**src/rtl/uart_host_regs_if.sv**
```systemverilog
// Host bus between a processor-side master and the uart_host_regs register slave.
// The master drives the strobes, address and write data. The slave returns read data, rvalid and busy.
interface uart_host_regs_if;
  logic [2:0]  bus_addr;
  logic        bus_wr;
  logic        bus_rd;
  logic [31:0] bus_wdata;
  logic [31:0] bus_rdata;
  logic        bus_rvalid;
  logic        bus_busy;

  modport master (
    output bus_addr, bus_wr, bus_rd, bus_wdata,
    input  bus_rdata, bus_rvalid, bus_busy
  );

  modport slave (
    input  bus_addr, bus_wr, bus_rd, bus_wdata,
    output bus_rdata, bus_rvalid, bus_busy
  );
endinterface

```
**src/rtl/uart_host_regs.sv**
```systemverilog
// Register slave that drives the host side of uart_top: configuration, TX push, RX pop, and W1C interrupts.
// Define UART_HOST_REGS_IRQ_PULSE_EN to make irq a 1-cycle pulse on each newly enabled event instead of a level.
module uart_host_regs #(
  parameter int BAUD_RST      = 868,
  parameter int OVS_RST       = 174,
  parameter int TX_FIFO_DEPTH = 1024,
  parameter int RX_WAIT_MAX   = 4
) (
  input  logic        clk,
  input  logic        rst,
  uart_host_regs_if.slave bus,
  output logic        irq,
  output logic [12:0] baud_clk_cnt,
  output logic [9:0]  over_sample_clk_cnt,
  output logic [10:0] rx_int_holdoff_byte_time_cnt,
  output logic [10:0] rx_int_holdoff_byte_cnt,
  output logic        tx_en,
  output logic        rx_en,
  output logic [7:0]  tx_byte_host,
  output logic        tx_byte_host_dv,
  input  logic [7:0]  rx_byte_host,
  input  logic        rx_byte_host_dv,
  output logic        rx_byte_host_rd,
  input  logic [10:0] tx_byte_count,
  input  logic [10:0] rx_byte_count,
  input  logic [4:0]  int_status
);

  localparam logic [2:0] A_DATA = 3'd0, A_CTRL = 3'd1, A_BAUD = 3'd2, A_HOLD = 3'd3,
                         A_STAT = 3'd4, A_IER  = 3'd5, A_ISR  = 3'd6;
  localparam int WCW = (RX_WAIT_MAX > 1) ? $clog2(RX_WAIT_MAX) : 1;
  localparam logic [WCW-1:0] WAIT_LAST = WCW'(RX_WAIT_MAX - 1);
  localparam logic [10:0]    TX_FULL   = 11'(TX_FIFO_DEPTH);

  typedef enum logic {S_IDLE, S_WAIT} state_e;

  state_e         state_q;
  logic [WCW-1:0] wait_cnt_q;
  logic           busy_q, rvalid_q, tx_dv_q, rx_rd_q, irq_q, tx_en_q, rx_en_q;
  logic [31:0]    rdata_q;
  logic [12:0]    baud_q;
  logic [9:0]     ovs_q;
  logic [10:0]    hold_time_q, hold_cnt_q;
  logic [7:0]     tx_byte_q;
  logic [5:0]     ier_q, isr_q, isr_d, isr_clr, irq_src;
  logic [4:0]     int_prev_q;
  logic           wr_ok, rd_ok, tx_ovf, irq_d;
  logic [31:0]    reg_rdata;
`ifdef UART_HOST_REGS_IRQ_PULSE_EN
  logic [5:0]     irq_src_prev_q;
`endif

  logic unused_wdata;
  assign unused_wdata = ^bus.bus_wdata[31:27];

  // NOTE: every signal written in always_comb gets a default first, so no latch can be inferred.
  always_comb begin
    wr_ok    = bus.bus_wr & ~busy_q;
    rd_ok    = bus.bus_rd & ~busy_q;
    tx_ovf   = wr_ok && (bus.bus_addr == A_DATA) && (tx_byte_count >= TX_FULL);
    isr_clr  = (wr_ok && bus.bus_addr == A_ISR) ? bus.bus_wdata[5:0] : 6'd0;
    // A new event in the same cycle as a W1C write keeps its bit set.
    isr_d    = (isr_q & ~isr_clr) | {tx_ovf, int_status & ~int_prev_q};
    irq_src  = isr_q & ier_q;
`ifdef UART_HOST_REGS_IRQ_PULSE_EN
    irq_d    = |(irq_src & ~irq_src_prev_q);
`else
    irq_d    = |irq_src;
`endif
    reg_rdata = 32'd0;
    case (bus.bus_addr)
      A_CTRL:  reg_rdata = {30'd0, rx_en_q, tx_en_q};
      A_BAUD:  reg_rdata = {6'd0, ovs_q, 3'd0, baud_q};
      A_HOLD:  reg_rdata = {5'd0, hold_cnt_q, 5'd0, hold_time_q};
      A_STAT:  reg_rdata = {5'd0, int_status, rx_byte_count, tx_byte_count};
      A_IER:   reg_rdata = {26'd0, ier_q};
      A_ISR:   reg_rdata = {26'd0, isr_q};
      default: reg_rdata = 32'd0;
    endcase
  end

  // NOTE: sequential state is written only with non-blocking assignments, so every read sees the pre-edge value.
  always_ff @(posedge clk) begin
    if (rst) begin
      state_q     <= S_IDLE;
      wait_cnt_q  <= '0;
      busy_q      <= 1'b0;
      rvalid_q    <= 1'b0;
      rdata_q     <= 32'd0;
      tx_dv_q     <= 1'b0;
      rx_rd_q     <= 1'b0;
      tx_byte_q   <= 8'd0;
      tx_en_q     <= 1'b0;
      rx_en_q     <= 1'b0;
      baud_q      <= 13'(BAUD_RST);
      ovs_q       <= 10'(OVS_RST);
      hold_time_q <= 11'd0;
      hold_cnt_q  <= 11'd0;
      ier_q       <= 6'd0;
      isr_q       <= 6'd0;
      int_prev_q  <= 5'b00011;
      irq_q       <= 1'b0;
`ifdef UART_HOST_REGS_IRQ_PULSE_EN
      irq_src_prev_q <= 6'd0;
`endif
    end else begin
      tx_dv_q    <= 1'b0;
      rx_rd_q    <= 1'b0;
      rvalid_q   <= 1'b0;
      int_prev_q <= int_status;
      isr_q      <= isr_d;
      irq_q      <= irq_d;
`ifdef UART_HOST_REGS_IRQ_PULSE_EN
      irq_src_prev_q <= irq_src;
`endif
      if (wr_ok) begin
        case (bus.bus_addr)
          A_DATA: if (!tx_ovf) begin
            tx_byte_q <= bus.bus_wdata[7:0];
            tx_dv_q   <= 1'b1;
          end
          A_CTRL: {rx_en_q, tx_en_q} <= bus.bus_wdata[1:0];
          A_BAUD: begin
            baud_q <= bus.bus_wdata[12:0];
            ovs_q  <= bus.bus_wdata[25:16];
          end
          A_HOLD: begin
            hold_time_q <= bus.bus_wdata[10:0];
            hold_cnt_q  <= bus.bus_wdata[26:16];
          end
          A_IER:   ier_q <= bus.bus_wdata[5:0];
          default: ;
        endcase
      end
      case (state_q)
        S_IDLE: if (rd_ok) begin
          if (bus.bus_addr != A_DATA) begin
            rdata_q  <= reg_rdata;
            rvalid_q <= 1'b1;
          end else if (rx_byte_count == 11'd0) begin
            rdata_q  <= 32'h0000_0100;
            rvalid_q <= 1'b1;
          end else begin
            rx_rd_q    <= 1'b1;
            busy_q     <= 1'b1;
            wait_cnt_q <= '0;
            state_q    <= S_WAIT;
          end
        end
        S_WAIT: begin
          if (rx_byte_host_dv) begin
            rdata_q  <= {24'd0, rx_byte_host};
            rvalid_q <= 1'b1;
            busy_q   <= 1'b0;
            state_q  <= S_IDLE;
          end else if (wait_cnt_q == WAIT_LAST) begin
            rdata_q  <= 32'h0000_0200;
            rvalid_q <= 1'b1;
            busy_q   <= 1'b0;
            state_q  <= S_IDLE;
          end else begin
            wait_cnt_q <= wait_cnt_q + 1'b1;
          end
        end
        default: state_q <= S_IDLE;
      endcase
    end
  end

  assign bus.bus_rdata                = rdata_q;
  assign bus.bus_rvalid               = rvalid_q;
  assign bus.bus_busy                 = busy_q;
  assign irq                          = irq_q;
  assign baud_clk_cnt                 = baud_q;
  assign over_sample_clk_cnt          = ovs_q;
  assign rx_int_holdoff_byte_time_cnt = hold_time_q;
  assign rx_int_holdoff_byte_cnt      = hold_cnt_q;
  assign tx_en                        = tx_en_q;
  assign rx_en                        = rx_en_q;
  assign tx_byte_host                 = tx_byte_q;
  assign tx_byte_host_dv              = tx_dv_q;
  assign rx_byte_host_rd              = rx_rd_q;

endmodule

```
**src/flat_wrapper.sv**
```systemverilog
// flat-port wrapper written by rule: the top's interface ports become plain ports
module uart_host_regs_flat 
#(
  parameter int BAUD_RST      = 868,
  parameter int OVS_RST       = 174,
  parameter int TX_FIFO_DEPTH = 1024,
  parameter int RX_WAIT_MAX   = 4
)
  (clk, rst, irq, baud_clk_cnt, over_sample_clk_cnt, rx_int_holdoff_byte_time_cnt, rx_int_holdoff_byte_cnt, tx_en, rx_en, tx_byte_host, tx_byte_host_dv, rx_byte_host, rx_byte_host_dv, rx_byte_host_rd, tx_byte_count, rx_byte_count, int_status, bus_bus_addr, bus_bus_wr, bus_bus_rd, bus_bus_wdata, bus_bus_rdata, bus_bus_rvalid, bus_bus_busy);
  uart_host_regs_if bus_i ();
  input  logic clk;
  input  logic rst;
  output logic irq;
  output logic [12:0] baud_clk_cnt;
  output logic [9:0] over_sample_clk_cnt;
  output logic [10:0] rx_int_holdoff_byte_time_cnt;
  output logic [10:0] rx_int_holdoff_byte_cnt;
  output logic tx_en;
  output logic rx_en;
  output logic [7:0] tx_byte_host;
  output logic tx_byte_host_dv;
  input  logic [7:0] rx_byte_host;
  input  logic rx_byte_host_dv;
  output logic rx_byte_host_rd;
  input  logic [10:0] tx_byte_count;
  input  logic [10:0] rx_byte_count;
  input  logic [4:0] int_status;
  input wire logic [$bits(bus_i.bus_addr)-1:0] bus_bus_addr;
  input wire logic [$bits(bus_i.bus_wr)-1:0] bus_bus_wr;
  input wire logic [$bits(bus_i.bus_rd)-1:0] bus_bus_rd;
  input wire logic [$bits(bus_i.bus_wdata)-1:0] bus_bus_wdata;
  output wire logic [$bits(bus_i.bus_rdata)-1:0] bus_bus_rdata;
  output wire logic [$bits(bus_i.bus_rvalid)-1:0] bus_bus_rvalid;
  output wire logic [$bits(bus_i.bus_busy)-1:0] bus_bus_busy;
  assign bus_i.bus_addr = bus_bus_addr;
  assign bus_i.bus_wr = bus_bus_wr;
  assign bus_i.bus_rd = bus_bus_rd;
  assign bus_i.bus_wdata = bus_bus_wdata;
  assign bus_bus_rdata = bus_i.bus_rdata;
  assign bus_bus_rvalid = bus_i.bus_rvalid;
  assign bus_bus_busy = bus_i.bus_busy;
  uart_host_regs #(.BAUD_RST(BAUD_RST), .OVS_RST(OVS_RST), .TX_FIFO_DEPTH(TX_FIFO_DEPTH), .RX_WAIT_MAX(RX_WAIT_MAX)) u_core (.clk(clk), .rst(rst), .bus(bus_i), .irq(irq), .baud_clk_cnt(baud_clk_cnt), .over_sample_clk_cnt(over_sample_clk_cnt), .rx_int_holdoff_byte_time_cnt(rx_int_holdoff_byte_time_cnt), .rx_int_holdoff_byte_cnt(rx_int_holdoff_byte_cnt), .tx_en(tx_en), .rx_en(rx_en), .tx_byte_host(tx_byte_host), .tx_byte_host_dv(tx_byte_host_dv), .rx_byte_host(rx_byte_host), .rx_byte_host_dv(rx_byte_host_dv), .rx_byte_host_rd(rx_byte_host_rd), .tx_byte_count(tx_byte_count), .rx_byte_count(rx_byte_count), .int_status(int_status));
endmodule
```
**config.mk**
```make
export PLATFORM = sky130hd
export DESIGN_NAME = uart_host_regs_flat
export DESIGN_NICKNAME = d
export VERILOG_FILES = /design/src/rtl/uart_host_regs_if.sv /design/src/rtl/uart_host_regs.sv /design/src/flat_wrapper.sv
export SDC_FILE = /design/constraint.sdc
export NUM_CORES = 1
export LEC_CHECK = 0
export BUFFER_PORTS_ARGS = -buffer_cell sky130_fd_sc_hd__buf_2
export CORE_AREA = 2 2 104 106
export CTS_CLUSTER_SIZE = 28
export DETAILED_ROUTE_END_ITERATION = 10
export DIE_AREA = 0 0 106 108
export GPL_ROUTABILITY_DRIVEN = 0
export PLACE_DENSITY = 0.9
export SLEW_MARGIN = 5
export SYNTH_ARGS = -nofsm -noshare
export SYNTH_HDL_FRONTEND = slang
export SYNTH_SLANG_ARGS = --single-unit
```
**constraint.sdc**
```tcl
create_clock -name clk -period 2.27 [get_ports clk]
set_input_delay 0 -clock clk [delete_from_list [all_inputs] [get_ports clk]]
set_output_delay 0 -clock clk [all_outputs]
set_load 0.01 [all_outputs]
```
### Word-level counts from Yosys, hierarchy flattened

Index checks and enable logic that the tools add are counted.

* $add $sub $neg: 1
* multiply operators: 0
* divide/modulo/power cells: 0
* order comparisons: 1
* eq/ne operators: 14
* shift operators: 0
* muxes and demuxes: 33
* bitwise operators: 13
* reductions and logical operators: 17

Operators by type and width (number)
* $pmux W27 S6: 1
* $mux W32: 5
* $pmux W32 S2: 1
* $mux W1: 16
* $and A6 B6 Y6: 2
* $ge A11 B11 Y1 const B: 1
* $logic_not A11 Y1: 1
* $mux W2: 5
* $eq A3 B3 Y1 const B: 3
* $ne A2 B2 Y1 const B: 4
* $reduce_and A2 Y1: 4
* $eq A3 B2 Y1 const B: 2
* $mux W6: 1
* $not A6 Y6: 1
* $or A6 B6 Y6: 1
* $pmux W1 S2: 3
* $reduce_and A3 Y1: 2
* $reduce_or A6 Y1: 1
* $and A5 B5 Y5: 1
* $not A1 Y1: 5
* $not A5 Y5: 1
* $reduce_and A5 Y1: 1
* $pmux W2 S2: 1
* $reduce_and A4 Y1: 1
* 12 further kinds: 15

* bits in registers: 112
* latch bits: 0
* memory bits (writable): 0
* ROM bits: 0
* input bits: 75
* output and inout port bits: 92
* logic and storage cells: 97
* memories kept: 0

### Logic depth before layout (Yosys ltp)

* depth after elaboration: 7
* depth in mapped cells: 8

### Least setup slack after synthesis

No wires, ideal clock.

* kind: reg-to-reg
* start point: register u_core.busy_q (netlist: u_core.bus.bus_busy)
* end point: register u_core.rdata_q[0] (netlist: u_core.bus.bus_rdata[0])
* setup time: 0.088 ns
* arrival: 1.473 ns
* required time: 2.182 ns
* slack: 0.709 ns
* stages on the path, launching flop included: 6
* buffers on the path: 1
* clock period less this slack: 1.561 ns
* cell sequence: dfxtp_1 -> nor3b_2 -> and4_1 -> buf_4 -> nor3_1 -> a311oi_2

* word-level cells in the longest chain between the ends: 4

RTL lines
* start: declaration: RTL line uart_host_regs.sv:39 `logic busy_q, rvalid_q, tx_dv_q, rx_rd_q, irq_q, tx_en_q, rx_en_q;`
* start signal: assignment: RTL line uart_host_regs.sv:87 `busy_q <= 1'b0;`
* start signal: assignment: RTL line uart_host_regs.sv:145 `busy_q <= 1'b1;`
* start signal: assignment: RTL line uart_host_regs.sv:154 `busy_q <= 1'b0;`
* $not A1 Y1: RTL line uart_host_regs.sv:59 `rd_ok = bus.bus_rd & ~busy_q;`
* $and A1 B1 Y1: RTL line uart_host_regs.sv:59
* $ne A2 B1 Y1 (no source line)
* $reduce_and A3 Y1 (no source line)
* end signal: assignment: RTL line uart_host_regs.sv:138 `rdata_q <= reg_rdata;`
* end signal: assignment: RTL line uart_host_regs.sv:152 `rdata_q <= {24'd0, rx_byte_host};`
* end: declaration: RTL line uart_host_regs.sv:40 `logic [31:0] rdata_q;`

Every way passes these cells.
A chain may end at the register's enable or synchronous reset.

### Worst setup path in the final report

* start point: register u_core.wait_cnt_q[0]
* end point: register u_core.rdata_q[20] (netlist: u_core.bus.bus_rdata[20])

* word-level cells in the longest chain between the ends: 3

RTL lines
* start: declaration: RTL line uart_host_regs.sv:38 `logic [WCW-1:0] wait_cnt_q;`
* start signal: assignment: RTL line uart_host_regs.sv:162 `wait_cnt_q <= wait_cnt_q + 1'b1;`
* $eq A2 B2 Y1: RTL line uart_host_regs.sv:156 `end else if (wait_cnt_q == WAIT_LAST) begin`
* $ne A3 B3 Y1 (no source line)
* $reduce_and A3 Y1 (no source line)

Every way passes these cells.

==> metrics.txt <==
status=finished, final reports clean; final setup violation count=0; largest net degree at the start of global routing=57; Clock Skews=0.0118 ns; register area share after synthesis=a little over two fifths; I/O Pins=roughly 170; ys flop type=dfxtp_1; Unique masters post-synth=55; Die W=106 um; CTS tree=done; Crit. End Element=flip-flop; first-pass GRT wire length=24.5 mm; post-DR vias/cell=approximately 5.7; slowest stage delay, CP=about 0.72 ns; core area=around 10000 um^2; area grow syn2layout=28.0%; Seq pwr share=a little over half; Mapped Cells=between 500 and 600; post-placement worst setup slack=0.434 ns; vias in the first global route=between 4k and 5k; slowest stage cell, crit path=nor2_1; initial antenna violation count=0; post-route ant nets=0; Hold WC Path Type=input port to flip-flop; mapped cell area=5070 um^2; Post-CTS Setup Inserts=0; Cell Int Power=between 2000 and 3000 uW; routed wire length=about 15 mm; gr ovfl total=0; flops & latches, synth=107; CP cell instances=ha_1 -> o21a_1 -> nor2_1 -> nand2_1 -> mux2i_1; combinational power share=around 16%; Synth async-reset ratio=0%; multi-input gate area in the final layout=roughly 2700 um^2; RSZ-0062 raised after global routing=no; worst skew pair latency=between 0.3 and 0.4 ns; die height=108 um; Mean Syn Cell Area=8.51 um^2; Sw Pwr=around 1000 uW; Worst Tran Pin Value=about 0.94 ns; Max H-tree Level=3; Die ar.=11400 um^2; setup_tns=0 ns; # DRC=0; Post-DP HPWL=~11 mm; clock tree buffer depth=2; fin nets=between 800 and 900; Site Rows=37; crit path max fanout=13; Max Slew Vio Count=0; Routed wire per std cell=approximately 17 um; CP Launch Type=flip-flop; Total GRT Usage=26.8%; critical path arrival=about 2.2 ns; Initial Util=49.6%; max_slew headroom=37.0%; P per Cell Area=570 nW/um^2; Port Buffers=around 150; EDFF count, synth=0; Leak=around 0.0028 uW; setup slack after layout=roughly 0.38 ns; Switching Share=around 28%; CTS Root Cell=clkbuf_8; Yosys Warn Count=0; MaxCap Viol Count=0; fmax=0.529 GHz; vias=approximately 5.2k; Max VDD drop=0.399 mV; worst setup path category=flip-flop to flip-flop; Clock Pin Slew Worst Setup and Hold Paths=between 0.1 and 0.15 ns; fillers=between 800 and 900; fin crit period=1.89 ns; clock sinks=107; register area=between 2000 and 2500 um^2; final hold violations=0; CTS buffer count=9; Required @ worst endpoint=between 2 and 3 ns; share of cells above drive strength 1=27.9%; crit share post-route=83.3%; DRT iter0 DRCs=around 440; clock power share=a little under a third; drt pass-1 iters=5
[synth_stat cells, types with 2 or more instances]
cell,count,area (um^2)
buf_6,4,45.0
buf_4,7,52.6
nand3_1,22,110
inv_1,3,11.3
a31oi_1,2,12.5
a211o_1,2,17.5
nand2b_1,3,18.8
a221oi_1,8,70.1
nor3b_2,2,25.0
nor2_1,28,105
nor4_1,2,12.5
clkbuf_1,28,105
mux2_2,2,22.5
or3_1,8,50.1
nor2b_1,13,81.3
nor3_1,14,70.1
a22oi_1,4,30.0
and3_1,22,138
o21ai_0,13,65.1
buf_2,17,85.1
mux2_1,2,22.5
nor4_2,2,25.0
o21ai_1,3,15.0
or2_2,3,18.8
a32o_1,3,30.0
a311oi_2,9,135
nand3b_1,39,293
o211ai_1,2,15.0
a21oi_1,61,305
mux2i_1,32,320
nand2_1,106,398
dfxtp_1,107,2140
[flip-flops by register name, summed over array words and instances (netlist names), 6 cells and up]
| register | count |
|---|---|
| u_core.over_sample_clk_cnt | 10 |
| u_core.rx_int_holdoff_byte_cnt | 11 |
| u_core.baud_clk_cnt | 13 |
| u_core.isr_q | 6 |
| u_core.bus.bus_rdata | 27 |
| u_core.tx_byte_host | 8 |
| u_core.ier_q | 6 |
| u_core.rx_int_holdoff_byte_time_cnt | 11 |
[worst paths after layout]
path,start,end,slack (ns),cells past startpoint
min reg2reg,u_core.rx_int_holdoff_byte_cnt[6],u_core.rx_int_holdoff_byte_cnt[6],0.46,2
max,u_core.wait_cnt_q[0],u_core.bus.bus_rdata[20],0.38,5
min,rx_byte_host_dv,u_core.bus.bus_rdata[7],0.06,3
max reg2reg,u_core.wait_cnt_q[0],u_core.bus.bus_rdata[20],0.38,5
[logic make-up (layout without fill, tap and decap cells)]
kind of cell             Yosys count  after routing  synth area share (%)
AND/OR/NAND/NOR                  274            274                  28.4
AO/OA/AOI/OAI                    118            118                  16.0
flip-flops                       107            107                  42.2
buffers and inverters             59            232                  5.89
multiplexers                      36             36                  7.20
adder cells (fa/ha/maj)            1              1                 0.247
other                              1              6                0.0739
[per-layer routing]
metal  track usage [%]  share of wire [%]  vias up  routed length [um]
met3              4.10                7.0       59                1090
met2              45.6                 48      269                7420
li1                  -                  -     2430                   -
met5                 0                  0        -                   0
met4              12.8                4.0        0                 624
met1              33.6                 41     2461                6330
[layout by cell type, fill, tap and decap left out, types with 14 or more instances in the layout]
cell,instances
mux2i_1,32
a21oi_1,61
nor3_1,14
buf_4,20
nand3b_1,39
dfxtp_1,107
dlygate4sd3_1,41
buf_2,152
nand3_1,22
nor2_1,28
nand2_1,106
and3_1,22
[layout make-up]
cell class / count / share of cell area (%)
Clock inverter: 5 / 0.655
Inverter: 3 / 0.173
Multi-Input combinational cell: 434 / 40.9
Tap cell: 136 / 2.62
Timing Repair Buffer: 213 / 20.3
Clock buffer: 11 / 2.33
Sequential cell: 107 / 33.0
Antenna cell: 1 / 0.0385
[power by group through the flow]
stage,clock (uW),combinational [uW],sequential (uW)
after detailed placement,0,516,2020
after CTS,1160,573,1970
after global placement,0,507,2010
final,1150,583,1980
after floorplan,0,307,2030
after global routing,1240,628,1980
[worst max-delay path, delay by kind of cell (launching register included)]
kind / cells / cell delay (ns)
compound gates: 1 / 0.22
mux: 1 / 0.18
fa+ha+maj: 1 / 0.23
simple gates: 2 / 0.86
flops: 1 / 0.34
[timing repair]
| item | CTS | global route |
|---|---|---|
| resized for setup | 0 | 0 |
| hold endpoints to repair | 78 | 0 |
| hold buffers | 41 | 0 |
[per-stage QoR]
stage / power, uW / util, % / cells / hold slack [ns] / cell area, um^2
floorplan: 2340 / - / 600 / 0.107 / 5090
global placement: 2520 / 57.6 / 852 / 0.218 / 5890
detailed placement: 2530 / 57.6 / 852 / 0.224 / 5890
CTS: 3710 / 63.5 / 909 / 0.0474 / 6490
global route: 3850 / 63.5 / 909 / 0.0735 / 6490
finish: 3700 / 63.5 / 910 / 0.0634 / 6490
Note: power is estimated with default switching activity, not from simulation.
